--- src/rtl/inst_fetch_ctrl_pkg.sv ---
// Shared fetch definitions: FSM states, word widths and the PC window mask.
package inst_fetch_ctrl_pkg;

    localparam int INST_W = 32;
    localparam int PC_W   = 32;

    typedef enum logic [1:0] {
        S_ISSUE = 2'd0,
        S_WAIT  = 2'd1,
        S_HOLD  = 2'd2
    } fetch_state_e;

    // Clears the bits above the ROM window and the byte offset within a word.
    function automatic logic [PC_W-1:0] pc_mask(input logic [PC_W-1:0] pc_in,
                                                input int addr_w);
        logic [PC_W-1:0] win;
        win = (PC_W'(1) << (addr_w + 2)) - PC_W'(1);
        return pc_in & win & ~PC_W'(3);
    endfunction

endpackage

--- src/rtl/inst_fetch_ctrl_if.sv ---
// ROM read port plus decode-side valid/ready channel of the fetch controller.
interface inst_fetch_ctrl_if #(
    parameter int ADDR_W = 6
);
    import inst_fetch_ctrl_pkg::*;

    logic              rom_en;
    logic [ADDR_W-1:0] rom_addr;
    logic [INST_W-1:0] rom_data;
    logic              inst_valid;
    logic              inst_ready;
    logic [INST_W-1:0] inst_code;
    logic [PC_W-1:0]   inst_pc;

    modport master (
        output rom_en, rom_addr, inst_valid, inst_code, inst_pc,
        input  rom_data, inst_ready
    );

    modport slave (
        input  rom_en, rom_addr, inst_valid, inst_code, inst_pc,
        output rom_data, inst_ready
    );

endinterface

--- src/rtl/inst_fetch_ctrl_pc_reg.sv ---
// Fetch PC register: masked reset value, redirect load and wrapping +4 increment.
// Latency: new value visible the cycle after load/inc.
// Backpressure: none; the caller decides when to increment.
module fetch_pc_reg
    import inst_fetch_ctrl_pkg::*;
#(
    parameter int              ADDR_W   = 6,
    parameter logic [PC_W-1:0] RESET_PC = 32'h0
) (
    input  logic            clk,
    input  logic            rst,
    input  logic            inc_i,
    input  logic            load_i,
    input  logic [PC_W-1:0] load_pc_i,
    output logic [PC_W-1:0] pc_o
);

    localparam logic [PC_W-1:0] RESET_PC_M = pc_mask(RESET_PC, ADDR_W);

    logic [PC_W-1:0] pc_q;
    logic [PC_W-1:0] pc_d;

    // A redirect overrides the increment of a completing read.
    always_comb begin
        pc_d = pc_q;
        if (load_i) begin
            pc_d = pc_mask(load_pc_i, ADDR_W);
        end else if (inc_i) begin
            pc_d = pc_mask(pc_q + PC_W'(4), ADDR_W);
        end
    end

    always_ff @(posedge clk) begin
        if (rst) begin
            pc_q <= RESET_PC_M;
        end else begin
            pc_q <= pc_d;
        end
    end

    assign pc_o = pc_q;

endmodule

--- src/rtl/inst_fetch_ctrl.sv ---
// Instruction fetch sequencer between a 1-cycle synchronous ROM and decode.
// Latency: first inst_valid 2 cycles after issue; 1 instruction per 2 cycles steady state.
// Backpressure: holds inst_* stable and issues nothing until inst_ready; halt gates new issue.
module inst_fetch_ctrl
    import inst_fetch_ctrl_pkg::*;
#(
    parameter int              ADDR_W   = 6,
    parameter logic [PC_W-1:0] RESET_PC = 32'h0
) (
    input  logic              clk,
    input  logic              rst,
    input  logic              halt,
    input  logic              redirect,
    input  logic [PC_W-1:0]   redirect_pc,
    output logic [PC_W-1:0]   pc,
    inst_fetch_ctrl_if.master bus
);

    fetch_state_e      state_q;
    logic              inst_valid_q;
    logic [INST_W-1:0] inst_code_q;
    logic [PC_W-1:0]   inst_pc_q;

    logic            hs;
    logic            issue;
    logic            pc_inc;
    logic [PC_W-1:0] pc_cur;

    assign hs = inst_valid_q & bus.inst_ready;

    // Redirect and reset suppress issue so no stale read is ever launched.
    always_comb begin
        issue = 1'b0;
        if (!rst && !redirect && !halt) begin
            issue = (state_q == S_ISSUE) || ((state_q == S_HOLD) && hs);
        end
    end

    assign pc_inc = !rst && !redirect && (state_q == S_WAIT);

    fetch_pc_reg #(
        .ADDR_W   (ADDR_W),
        .RESET_PC (RESET_PC)
    ) u_pc_reg (
        .clk       (clk),
        .rst       (rst),
        .inc_i     (pc_inc),
        .load_i    (redirect),
        .load_pc_i (redirect_pc),
        .pc_o      (pc_cur)
    );

    always_ff @(posedge clk) begin
        if (rst) begin
            state_q      <= S_ISSUE;
            inst_valid_q <= 1'b0;
            inst_code_q  <= '0;
            inst_pc_q    <= '0;
        end else if (redirect) begin
            state_q      <= S_ISSUE;
            inst_valid_q <= 1'b0;
        end else begin
            case (state_q)
                S_ISSUE: begin
                    if (!halt) begin
                        state_q <= S_WAIT;
                    end
                end
                S_WAIT: begin
                    inst_code_q  <= bus.rom_data;
                    inst_pc_q    <= pc_cur;
                    inst_valid_q <= 1'b1;
                    state_q      <= S_HOLD;
                end
                S_HOLD: begin
                    if (hs) begin
                        inst_valid_q <= 1'b0;
                        state_q      <= halt ? S_ISSUE : S_WAIT;
                    end
                end
                default: begin
                    state_q      <= S_ISSUE;
                    inst_valid_q <= 1'b0;
                end
            endcase
        end
    end

    assign bus.rom_en     = issue;
    assign bus.rom_addr   = pc_cur[ADDR_W+1:2];
    assign bus.inst_valid = inst_valid_q;
    assign bus.inst_code  = inst_code_q;
    assign bus.inst_pc    = inst_pc_q;
    assign pc             = pc_cur;

endmodule

--- src/flat_wrapper.sv ---
// flat-port wrapper written by rule: the top's interface ports become plain ports
module inst_fetch_ctrl_flat import inst_fetch_ctrl_pkg::*;
#(
    parameter int              ADDR_W   = 6,
    parameter logic [PC_W-1:0] RESET_PC = 32'h0
)
  (clk, rst, halt, redirect, redirect_pc, pc, bus_rom_en, bus_rom_addr, bus_inst_valid, bus_inst_code, bus_inst_pc, bus_rom_data, bus_inst_ready);
  inst_fetch_ctrl_if #(.ADDR_W(ADDR_W)) bus_i ();
  input  logic clk;
  input  logic rst;
  input  logic halt;
  input  logic redirect;
  input  logic [PC_W-1:0] redirect_pc;
  output logic [PC_W-1:0] pc;
  output wire logic [$bits(bus_i.rom_en)-1:0] bus_rom_en;
  output wire logic [$bits(bus_i.rom_addr)-1:0] bus_rom_addr;
  output wire logic [$bits(bus_i.inst_valid)-1:0] bus_inst_valid;
  output wire logic [$bits(bus_i.inst_code)-1:0] bus_inst_code;
  output wire logic [$bits(bus_i.inst_pc)-1:0] bus_inst_pc;
  input wire logic [$bits(bus_i.rom_data)-1:0] bus_rom_data;
  input wire logic [$bits(bus_i.inst_ready)-1:0] bus_inst_ready;
  assign bus_rom_en = bus_i.rom_en;
  assign bus_rom_addr = bus_i.rom_addr;
  assign bus_inst_valid = bus_i.inst_valid;
  assign bus_inst_code = bus_i.inst_code;
  assign bus_inst_pc = bus_i.inst_pc;
  assign bus_i.rom_data = bus_rom_data;
  assign bus_i.inst_ready = bus_inst_ready;
  inst_fetch_ctrl #(.ADDR_W(ADDR_W), .RESET_PC(RESET_PC)) u_core (.clk(clk), .rst(rst), .halt(halt), .redirect(redirect), .redirect_pc(redirect_pc), .pc(pc), .bus(bus_i));
endmodule
--- config.mk ---
export PLATFORM = sky130hd
export DESIGN_NAME = inst_fetch_ctrl_flat
export DESIGN_NICKNAME = d
export VERILOG_FILES = /design/src/rtl/inst_fetch_ctrl_pkg.sv /design/src/rtl/inst_fetch_ctrl_if.sv /design/src/rtl/inst_fetch_ctrl_pc_reg.sv /design/src/rtl/inst_fetch_ctrl.sv /design/src/flat_wrapper.sv
export SDC_FILE = /design/constraint.sdc
export NUM_CORES = 1
export LEC_CHECK = 0
export ABC_AREA = 1
export CORE_UTILIZATION = 31
export DETAILED_ROUTE_END_ITERATION = 10
export PLACE_DENSITY = 0.77
export SLEW_MARGIN = 20
export SYNTH_ARGS = -nofsm -noshare
export SYNTH_HDL_FRONTEND = slang
export SYNTH_SLANG_ARGS = --single-unit
--- constraint.sdc ---
create_clock -name clk -period 1.07 [get_ports clk]
set_input_delay 0.107 -clock clk [delete_from_list [all_inputs] [get_ports clk]]
set_output_delay 0.107 -clock clk [all_outputs]
set_load 0.03 [all_outputs]
==> metrics, run 1 <==
max cap viols=0; first-pass iteration count of the detailed router=4; # diodes=0; die area=0.00786 sq mm; Port Buffers=94; first-pass GRT wire length=9.15 mm; share of post-route cells with drive strength above 1=35.3%; Clk pin slew, worst setup/hold paths=roughly 80 ps; P&R area growth vs syn=59.3%; Initial DRC Count=93; Switching Share=31.8%; area share of the largest cell type after synthesis=40.4%; Slew Limit Fails=0; combinational group share of total power=26.7%; final hold vios=0; Lkg Pwr=between 0.0015 and 0.002 uW; grt total ovfl=0; predominant post-synthesis flop cell=dfxtp_1; Worst VDD drop=just over 0.6 mV; Mapped Area=~0.0023 sq mm; yosys warns=0; FFs w/ async S/R, synth=0%; io pins=173; vias in the first global route=~1900; Final Cycle Share=120%; PD cells=1050 mW/mm^2; Cell variety after synth=19; Final HPWL DP=4.43 mm; number of antenna violations at the first check in global routing=0; Achievable Freq=just under 800 MHz; Final #Nets=487; status=complete, but fails checks; Sequential Power Share=47.4%; syn avg cell area=between 7 and 8 sq um; Fillers=678; clk_skew=5.99 ps; Area contributors post-synth=dfxtp_1 40%, buf_4 19%, nand3_1 9.9%, a21oi_1 9.7%, nand2_1 9.4%; RSZ-0062 raised after global routing=yes; failing checks=setup timing; Die W=88.6 um; Worst setup EP type=primary output; Syn Inst Count=309; core area=between 0.007 and 0.008 sq mm; CTS H-Tree Depth=2; DRC=0; CTS Buffer Depth=2; TNS Setup=-5150 ps; Yosys top cell by area=dfxtp_1; clock share of power=25.9%; Internal Dissipation=around 2600 uW; number of synthesized flops with an enable pin=0; Seq cells post-synth=47; Vias per Instance=between 4 and 5; FF-to-FF Start=u_core.state_q[1]; worst setup path startpoint=rst; routed vias=2286; total CTS buffers=5; CTS root buffer=clkbuf_8; CP Max Fanout=3; Final Core Density=51.1%; Die H=between 80 and 90 um; largest net degree at the start of global routing=27; Total Wirelength=6.42 mm; minimum clock period=1290 ps; worst setup margin=-217 ps; Worst Setup Start Kind=input pin; Starting Density=32.1%; Total GRT Usage=between 15 and 20%; Routed Antenna Nets=0; Clock Sinks=47; Final GP Congestion=0.780; CTS tree=done; critical path data required time=960 ps; Seq/Total Area, Yosys=between 40 and 50%; kind of critical path=input pin to primary output; hold wc startpoint=bus_rom_data[8]; # rows=31; DR WL/cell=about 12 um; Worst EP arrival=between 1000 and 1500 ps; Worst-Skew Late Latency=around 290 ps; setup violators final=between 40 and 50; Min-Delay Path Class=input pin to flip-flop; Psw=1230 uW
==> layer usage <==
metal	track usage, %	wire length (um)
met3	4.76	446
met5	0	0
met1	17.3	2560
met2	27.3	3380
met4	3.52	35
==> placed cells by master (no fill, tap or decap), types with 2 or more instances in the layout <==
cell type        instances
nand3_1                 46
a21oi_2                 24
a21oi_1                 20
dfxtp_4                  5
buf_8                    3
nand2_1                 41
nand2_4                  9
dfxtp_2                  4
clkbuf_8                 5
buf_6                    9
nand2_8                  2
o21ai_0                  3
conb_1                  52
nand2_2                  7
clkbuf_16                3
inv_1                    9
clkbuf_1                 2
nor2_1                  13
buf_12                   7
buf_4                   62
dfxtp_1                 38
clkdlybuf4s50_1         42
==> cells by family after synthesis <==
family	after synthesis	share of synthesized area, %
adders and majority gates	1	0.538
AOI/OAI and AO/OA	49	10.6
buffers and inverters	88	25.3
DFF	47	40.4
and+or+nand+nor	123	22.9
other	1	0.161
==> worst max-delay path, cell delays in order <==
cell and delay (ps):
clkdlybuf4s50_1 450, inv_1 130, nand2_2 100, nor4_4 200, buf_4 190
==> power groups by stage <==
stage / Clock (uW) / Sequential (uW) / Combinational [uW]
6_report: 1000 / 1840 / 1040
5_1_grt: 1110 / 1850 / 1110
4_1_cts: 1050 / 1840 / 932
3_5_place_dp: 0 / 1880 / 903
3_3_place_gp: 0 / 1880 / 894
2_1_floorplan: 0 / 1960 / 625
==> layout make-up <==
cell class	instances	area, sq um	area share (%)
Clock buffer	7	76.3	2.06
Inverter	12	55.1	1.48
Multi-Input combinational cell	225	1240	33.4
Sequential cell	47	965	26.0
Tap cell	99	124	3.34
Timing Repair Buffer	126	1250	33.6
==> stage by stage <==
step	setup slack, ps	power (uW)	hold WS [ps]	instances	area (sq um)
after CTS	-255	3820	377	510	3310
after global routing	-273	4070	400	516	3710
final	-217	3880	393	516	3710
after detailed placement	-272	2780	452	499	3160
after global placement	-278	2770	448	499	3160
after floorplan	-106	2580	176	360	2550
==> worst paths after layout <==
kind,depth (start not counted),slack [ps],endpoint
max,5,-220,bus_rom_en
min,3,390,u_core.bus.inst_code[8]
max reg2reg,8,-170,u_core.bus.inst_code[11]
min reg2reg,1,460,u_core.bus.inst_valid
==> synthesized netlist by cell type (2+ instances only) <==
library cell  count
inv_1            10
nor4_1            2
buf_2             6
o21ai_0           3
inv_2             2
buf_6             4
clkbuf_1          7
dfxtp_1          47
a21oi_1          45
nor2_1           14
nand3_1          46
buf_4            59
nand2_1          58
==> registers in the layout (all words and copies together) (netlist names) <==
register / count
u_core.bus.inst_code: 32
u_core.bus.inst_pc: 6
u_core.bus.inst_valid: 1
u_core.state_q: 2
u_core.u_pc_reg.pc_o: 6
==> timing repair <==
action,4_1_cts,5_1_grt
hold buffers,0,0
setup buffers,3,3
endpoints found under the setup margin,48,53
resized for setup,10,81
pin swaps,1,14
cloned,1,3
(Power assumes the default switching activity.)
==> run 2: changes to the inputs <==
Settings changed: CAP_MARGIN set to 20, PLACE_DENSITY 0.77 to 0.81.
==> run 2 against run 1 <==
- sequential power hardly changed
- sequential cell count stayed put
- critical path type is now flip-flop to primary output
- register-to-register slack worse by 50 ps
- routed wire length is 19% higher
- global-route usage is 2.2 points higher
- clock power is 4% higher
- critical path depth is 2 lower
- the run still ends with setup timing left
==> metrics, run 2 (synthesis results as in run 1) <==
max reg flops=32 (unchanged); r2r worst-path depth=8 (unchanged); Lkg Pwr=0.00169 uW (was 0.00153 uW); Worst setup EP type=primary output (unchanged); io pins=173 (unchanged); clock share of power=25.7% (was 25.9%); die area=0.00786 sq mm (unchanged); DRC=0 (unchanged); core area=0.00725 sq mm (unchanged); Worst-Skew Late Latency=290 ps (about the same); Hold EP=u_core.bus.inst_code[28] (was u_core.bus.inst_code[8]); Starting Density=32.1% (unchanged); DR WL/cell=14.3 um (was 12.4 um); Placed Area=0.00314 sq mm (was 0.00316 sq mm); pre-CTS WS=-293 ps (was -272 ps); Initial DRC Count=101 (was 93); first-pass iteration count of the detailed router=4 (unchanged); first-pass GRT wire length=10.2 mm (was 9.15 mm); status=complete, but fails checks (unchanged); FF-to-FF Start=u_core.state_q[0] (was u_core.state_q[1]); critical path data required time=960 ps (about the same); Hold Crit Depth=3 (unchanged); Final GP Congestion=0.775 (was 0.780); Switching Share=33.1% (was 31.8%); Routed Antenna Nets=0 (unchanged); Clock Sinks=47 (unchanged); Worst EP arrival=1200 ps (was 1180 ps); # rows=31 (unchanged); clk_skew=6.41 ps (was 5.99 ps); Post-CTS Hold Fix Bufs=0 (unchanged); Slew Limit Fails=0 (unchanged); worst setup margin=-239 ps (was -217 ps); final hold vios=0 (unchanged); failing checks=setup timing (unchanged); Psw=1340 uW (was 1230 uW); Worst R2R Setup Slack=-220 ps (was -170 ps); vias in the first global route=2103 (was 1940); Vias per Instance=4.50 (was 4.43); combinational group share of total power=28.8% (was 26.7%); Die H=88.6 um (unchanged); post-route cell area=0.00424 sq mm (was 0.00371 sq mm); CP Max Fanout=3 (unchanged); RR Endpoint=u_core.bus.inst_code[30] (was u_core.bus.inst_code[11]); most common cell after layout, fill and taps aside=buf_4 (unchanged); kind of critical path=flip-flop to primary output (was input pin to primary output); Achievable Freq=764 MHz (was 777 MHz); PD cells=955 mW/mm^2 (was 1050 mW/mm^2); largest net degree at the start of global routing=27 (unchanged); post-route insts no fill=533 (was 516); CTS Buffer Depth=2 (unchanged); Clk pin slew, worst setup/hold paths=90 ps (was 80 ps); Internal Dissipation=2710 uW (was 2650 uW); CTS H-Tree Depth=2 (unchanged); Worst VDD drop=0.578 mV (was 0.615 mV); placed cell count=499 (unchanged); share of post-route cells with drive strength above 1=50.2% (was 35.3%); Die W=88.6 um (unchanged); Min-Delay Path Class=input pin to flip-flop (unchanged); minimum clock period=1310 ps (was 1290 ps); RSZ-0062 raised after global routing=yes (unchanged); setup violators final=45 (was 44); most frequent cells in the layout=66 x buf_4, 52 x conb_1, 41 x clkdlybuf4s50_1 (was 62 x buf_4, 52 x conb_1, 46 x nand3_1); number of antenna violations at the first check in global routing=0 (unchanged); Total Wirelength=7.62 mm (was 6.42 mm); Final HPWL DP=4.27 mm (was 4.43 mm); Final Cycle Share=122% (was 120%); Port Buffers=94 (unchanged); # diodes=0 (unchanged); max cap viols=0 (unchanged); routed vias=2401 (was 2286); CTS tree=done (unchanged); Total GRT Usage=17.3% (was 15.1%); P&R area growth vs syn=82.1% (was 59.3%); Sequential Power Share=45.5% (was 47.4%); grt total ovfl=0 (unchanged); total CTS buffers=5 (unchanged); CTS root buffer=clkbuf_8 (unchanged); hold wc startpoint=bus_rom_data[28] (was bus_rom_data[8]); Worst Setup Start Kind=flip-flop (was input pin); Final #Nets=503 (was 487)
[run 2: routing by layer]
layer / track usage, % / wire length [um] / up-vias
li1: - / - / 1147
met1: 20.4 / 3080 / 1128
met2: 30.6 / 3930 / 116
met3: 4.57 / 483 / 10
met4: 5.57 / 125 / 0
met5: 0 / 0 / -
[run 2: cell type report]
type,count,area [sq um]
multi-input cells,225,1540
well taps,99,124
clock inverters,1,5.00
repair buffers,142,1470
clock buffers,7,76.3
inverters,12,57.6
flip-flops and latches,47,962
fillers,635,3020
[run 2: worst max path at each step]
stage                              end  slack, ps                  start
2_1_floorplan               bus_rom_en       -110  u_core.bus.inst_valid
3_3_place_gp                bus_rom_en       -270                    rst
3_5_place_dp   u_core.u_pc_reg.pc_o[5]       -290                    rst
4_1_cts                     bus_rom_en       -230      u_core.state_q[1]
5_1_grt                     bus_rom_en       -280      u_core.state_q[0]
6_report                    bus_rom_en       -240      u_core.state_q[0]
[run 2: critical path, cell delays in order, from the launching register on]
cell,delay [ps]
dfxtp_4,350
buf_6,120
nor4_4,250
buf_4,190
[run 2: power by group through the flow]
stage / Clock (uW) / Sequential (uW) / Combinational (uW)
final: 1040 / 1840 / 1170
after CTS: 1070 / 1830 / 1050
after global placement: 0 / 1870 / 889
after detailed placement: 0 / 1870 / 897
after floorplan: 0 / 1960 / 625
after global routing: 1130 / 1850 / 1240
[run 2: through the flow]
| stage | setup TNS (ps) | hold slack, ps | utilization (%) | total power (uW) |
|---|---|---|---|---|
| 2_1_floorplan | -130 | 176 | - | 2580 |
| 3_3_place_gp | -9700 | 448 | 43.4 | 2760 |
| 3_5_place_dp | -11270 | 444 | 43.4 | 2770 |
| 4_1_cts | -7640 | 367 | 51.6 | 3960 |
| 5_1_grt | -8630 | 382 | 58.4 | 4220 |
| 6_report | -6260 | 381 | 58.4 | 4050 |
[run 2: timing repair]
| item | CTS | global route |
|---|---|---|
| resized for setup | 43 | 136 |
| setup endpoints to repair | 48 | 48 |
| gates cloned | 9 | 2 |
| setup buffers | 14 | 10 |
| pin swaps | 31 | 29 |
==> run 3: changes to the inputs <==
Settings changed: CORE_UTILIZATION 31 to 34, HOLD_SLACK_MARGIN set to 0.03, PLACE_DENSITY 0.81 to 0.84.
Clock period 1.07 ns to 1.3 ns, I/O delays scaled along.
==> run 3 against run 2 <==
- the run ends with DRC, setup timing left
- global-route usage down 1.2 points
- critical endpoint unchanged
- setup slack better by 240 ps
- design area down 20%
- clock power down 16%
- critical path depth up 1
- combinational power down 34%
- utilization down 6.1 points
- first-iteration DRC count up 5.9%
- clock skew down 3.8 ps
- final cell count down 7.9%
==> metrics, run 3 (synthesis results as in run 1) <==
worst setup path startpoint=u_core.state_q[1] (was u_core.state_q[0]); Min-Delay Path Class=input pin to flip-flop (unchanged); CTS H-Tree Depth=2 (unchanged); CTS Buffer Depth=2 (unchanged); post-route cell area=0.00340 sq mm (was 0.00424 sq mm); Total GRT Usage=16.2% (was 17.3%); die area=0.00718 sq mm (was 0.00786 sq mm); RSZ-0062 raised after global routing=yes (unchanged); max cap viols=0 (unchanged); hold wc startpoint=bus_rom_data[12] (was bus_rom_data[28]); vias in the first global route=2126 (was 2103); Worst-Skew Late Latency=290 ps (about the same); CP Max Fanout=3 (unchanged); setup violators final=1 (was 45); clk_skew=2.60 ps (was 6.41 ps); routed vias=2276 (was 2401); failing checks=DRC, setup timing (was setup timing); # rows=29 (was 31); largest net degree at the start of global routing=39 (was 27); Worst EP arrival=1170 ps (was 1200 ps); Worst setup EP type=primary output (unchanged); Worst VDD drop=0.540 mV (was 0.578 mV); number of antenna violations at the first check in global routing=0 (unchanged); max reg flops=32 (unchanged); CTS tree=done (unchanged); Initial DRC Count=107 (was 101); Hold Crit Depth=3 (unchanged); Clk pin slew, worst setup/hold paths=80 ps (was 90 ps); DR WL/cell=12.8 um (was 14.3 um); Achievable Freq=769 MHz; first-pass iteration count of the detailed router=11 (was 4); status=complete, but fails checks (unchanged); FF-to-FF Start=u_core.state_q[1] (was u_core.state_q[0]); Placed Area=0.00320 sq mm (was 0.00314 sq mm); total CTS buffers=5 (unchanged); kind of critical path=flip-flop to primary output (unchanged); Worst Setup Start Kind=flip-flop (unchanged); minimum clock period=1300 ps; Routed Antenna Nets=0 (unchanged); Die W=84.7 um (was 88.6 um); Vias per Instance=4.64 (was 4.50); most frequent cells in the layout=56 x nand2_1, 52 x conb_1, 47 x dlygate4sd2_1 (was 66 x buf_4, 52 x conb_1, 41 x clkdlybuf4s50_1); share of post-route cells with drive strength above 1=13.5% (was 50.2%); Final HPWL DP=4.12 mm (was 4.27 mm); DRC=12 (was 0); final hold vios=0 (unchanged); grt total ovfl=0 (unchanged); io pins=173 (unchanged); Port Buffers=94 (unchanged); r2r worst-path depth=8 (unchanged); critical path data required time=1170 ps (was 960 ps); Total Wirelength=6.27 mm (was 7.62 mm); TNS Setup=-0.844 ps (was -6260 ps); Post-CTS Hold Fix Bufs=0 (unchanged); Lkg Pwr=0.00158 uW (was 0.00169 uW); P&R area growth vs syn=46.0% (was 82.1%); worst setup margin=-0.844 ps (was -239 ps); Final #Nets=484 (was 503); # diodes=0 (unchanged); Die H=84.7 um (was 88.6 um); core area=0.00649 sq mm (was 0.00725 sq mm); Final GP Congestion=0.761 (was 0.775); first-pass GRT wire length=9.35 mm (was 10.2 mm); Clock Sinks=47 (unchanged); Starting Density=35.8% (was 32.1%); most common cell after layout, fill and taps aside=nand2_1 (was buf_4); Slew Limit Fails=0 (unchanged); CTS root buffer=clkbuf_8 (unchanged); PD cells=927 mW/mm^2 (was 955 mW/mm^2); Final Cycle Share=100%; Fillers=620 (was 635)
## run 3: changes by cell type in the layout (fill, tap and decap cells not counted), moves of 5 or more
cell,before,now
a21oi_1,10,43
a21oi_2,34,2
buf_4,66,26
buf_6,16,2
buf_8,5,0
dfxtp_1,38,43
dlygate4sd2_1,1,47
nand2_1,25,56
nand2_2,13,2
nand2_4,19,0
nand3_1,23,46
nand3_2,16,0
nand3_4,7,0
## run 3: path summary, 6_finish.rpt
kind | to | slack, ps
min | u_core.bus.inst_code[12] | 410
max | bus_rom_en | -0.8
min reg2reg | u_core.bus.inst_pc[2] | 460
max reg2reg | u_core.bus.inst_pc[5] | 90
## run 3: layer usage
layer | share of wire [%] | track usage, % | wire length [um]
met1 | 39 | 17.4 | 2430
met2 | 50 | 28.9 | 3160
met3 | 8.8 | 5.90 | 550
met4 | 2.1 | 6.01 | 133
met5 | 0 | 0 | 0
## run 3: metrics by stage
step                worst slack (ps)  hold slack [ps]  cells  total power [uW]  util (%)
detailed placement             -79.1              431    475              2290      49.3
floorplan                       9.53              209    360              2120         -
finish                        -0.844              412    491              3150      52.3
CTS                            -16.1              403    485              3150      50.3
global route                   -62.5              403    491              3320      52.3
global placement               -60.4              424    475              2280      49.3
## run 3: area by class of cell
type / instances / area (sq um) / share of cell area (%)
clock buffer: 6 / 82.6 / 2.43
timing repair buffer: 123 / 1180 / 34.9
clock inverter: 1 / 5.00 / 0.147
sequential: 47 / 946 / 27.8
tap: 77 / 96.3 / 2.84
multi-input combinational: 225 / 1030 / 30.4
inverter: 12 / 50.0 / 1.47
## run 3: worst max-delay path, stage by stage, from the launching register on
cell     delay (ps)
dfxtp_2         330
inv_2            60
a21oi_2          50
nor4_4          250
buf_4           190
## run 3: power by group
| group | switching, uW | internal [uW] | leakage, uW | total, uW |
|---|---|---|---|---|
| registers | 24.2 | 1480 | 0.000383 | 1500 |
| clock network | 458 | 418 | 0.0000470 | 876 |
| logic | 498 | 273 | 0.00115 | 771 |
| total | 980 | 2170 | 0.00158 | 3150 |
## run 3: timing repair
action | 4_1_cts | 5_1_grt
gates cloned | 0 | 4
setup buffers | 4 | 2
gates resized for setup | 55 | 8
pin swaps | 1 | 0
endpoints found under the setup margin | 48 | 42
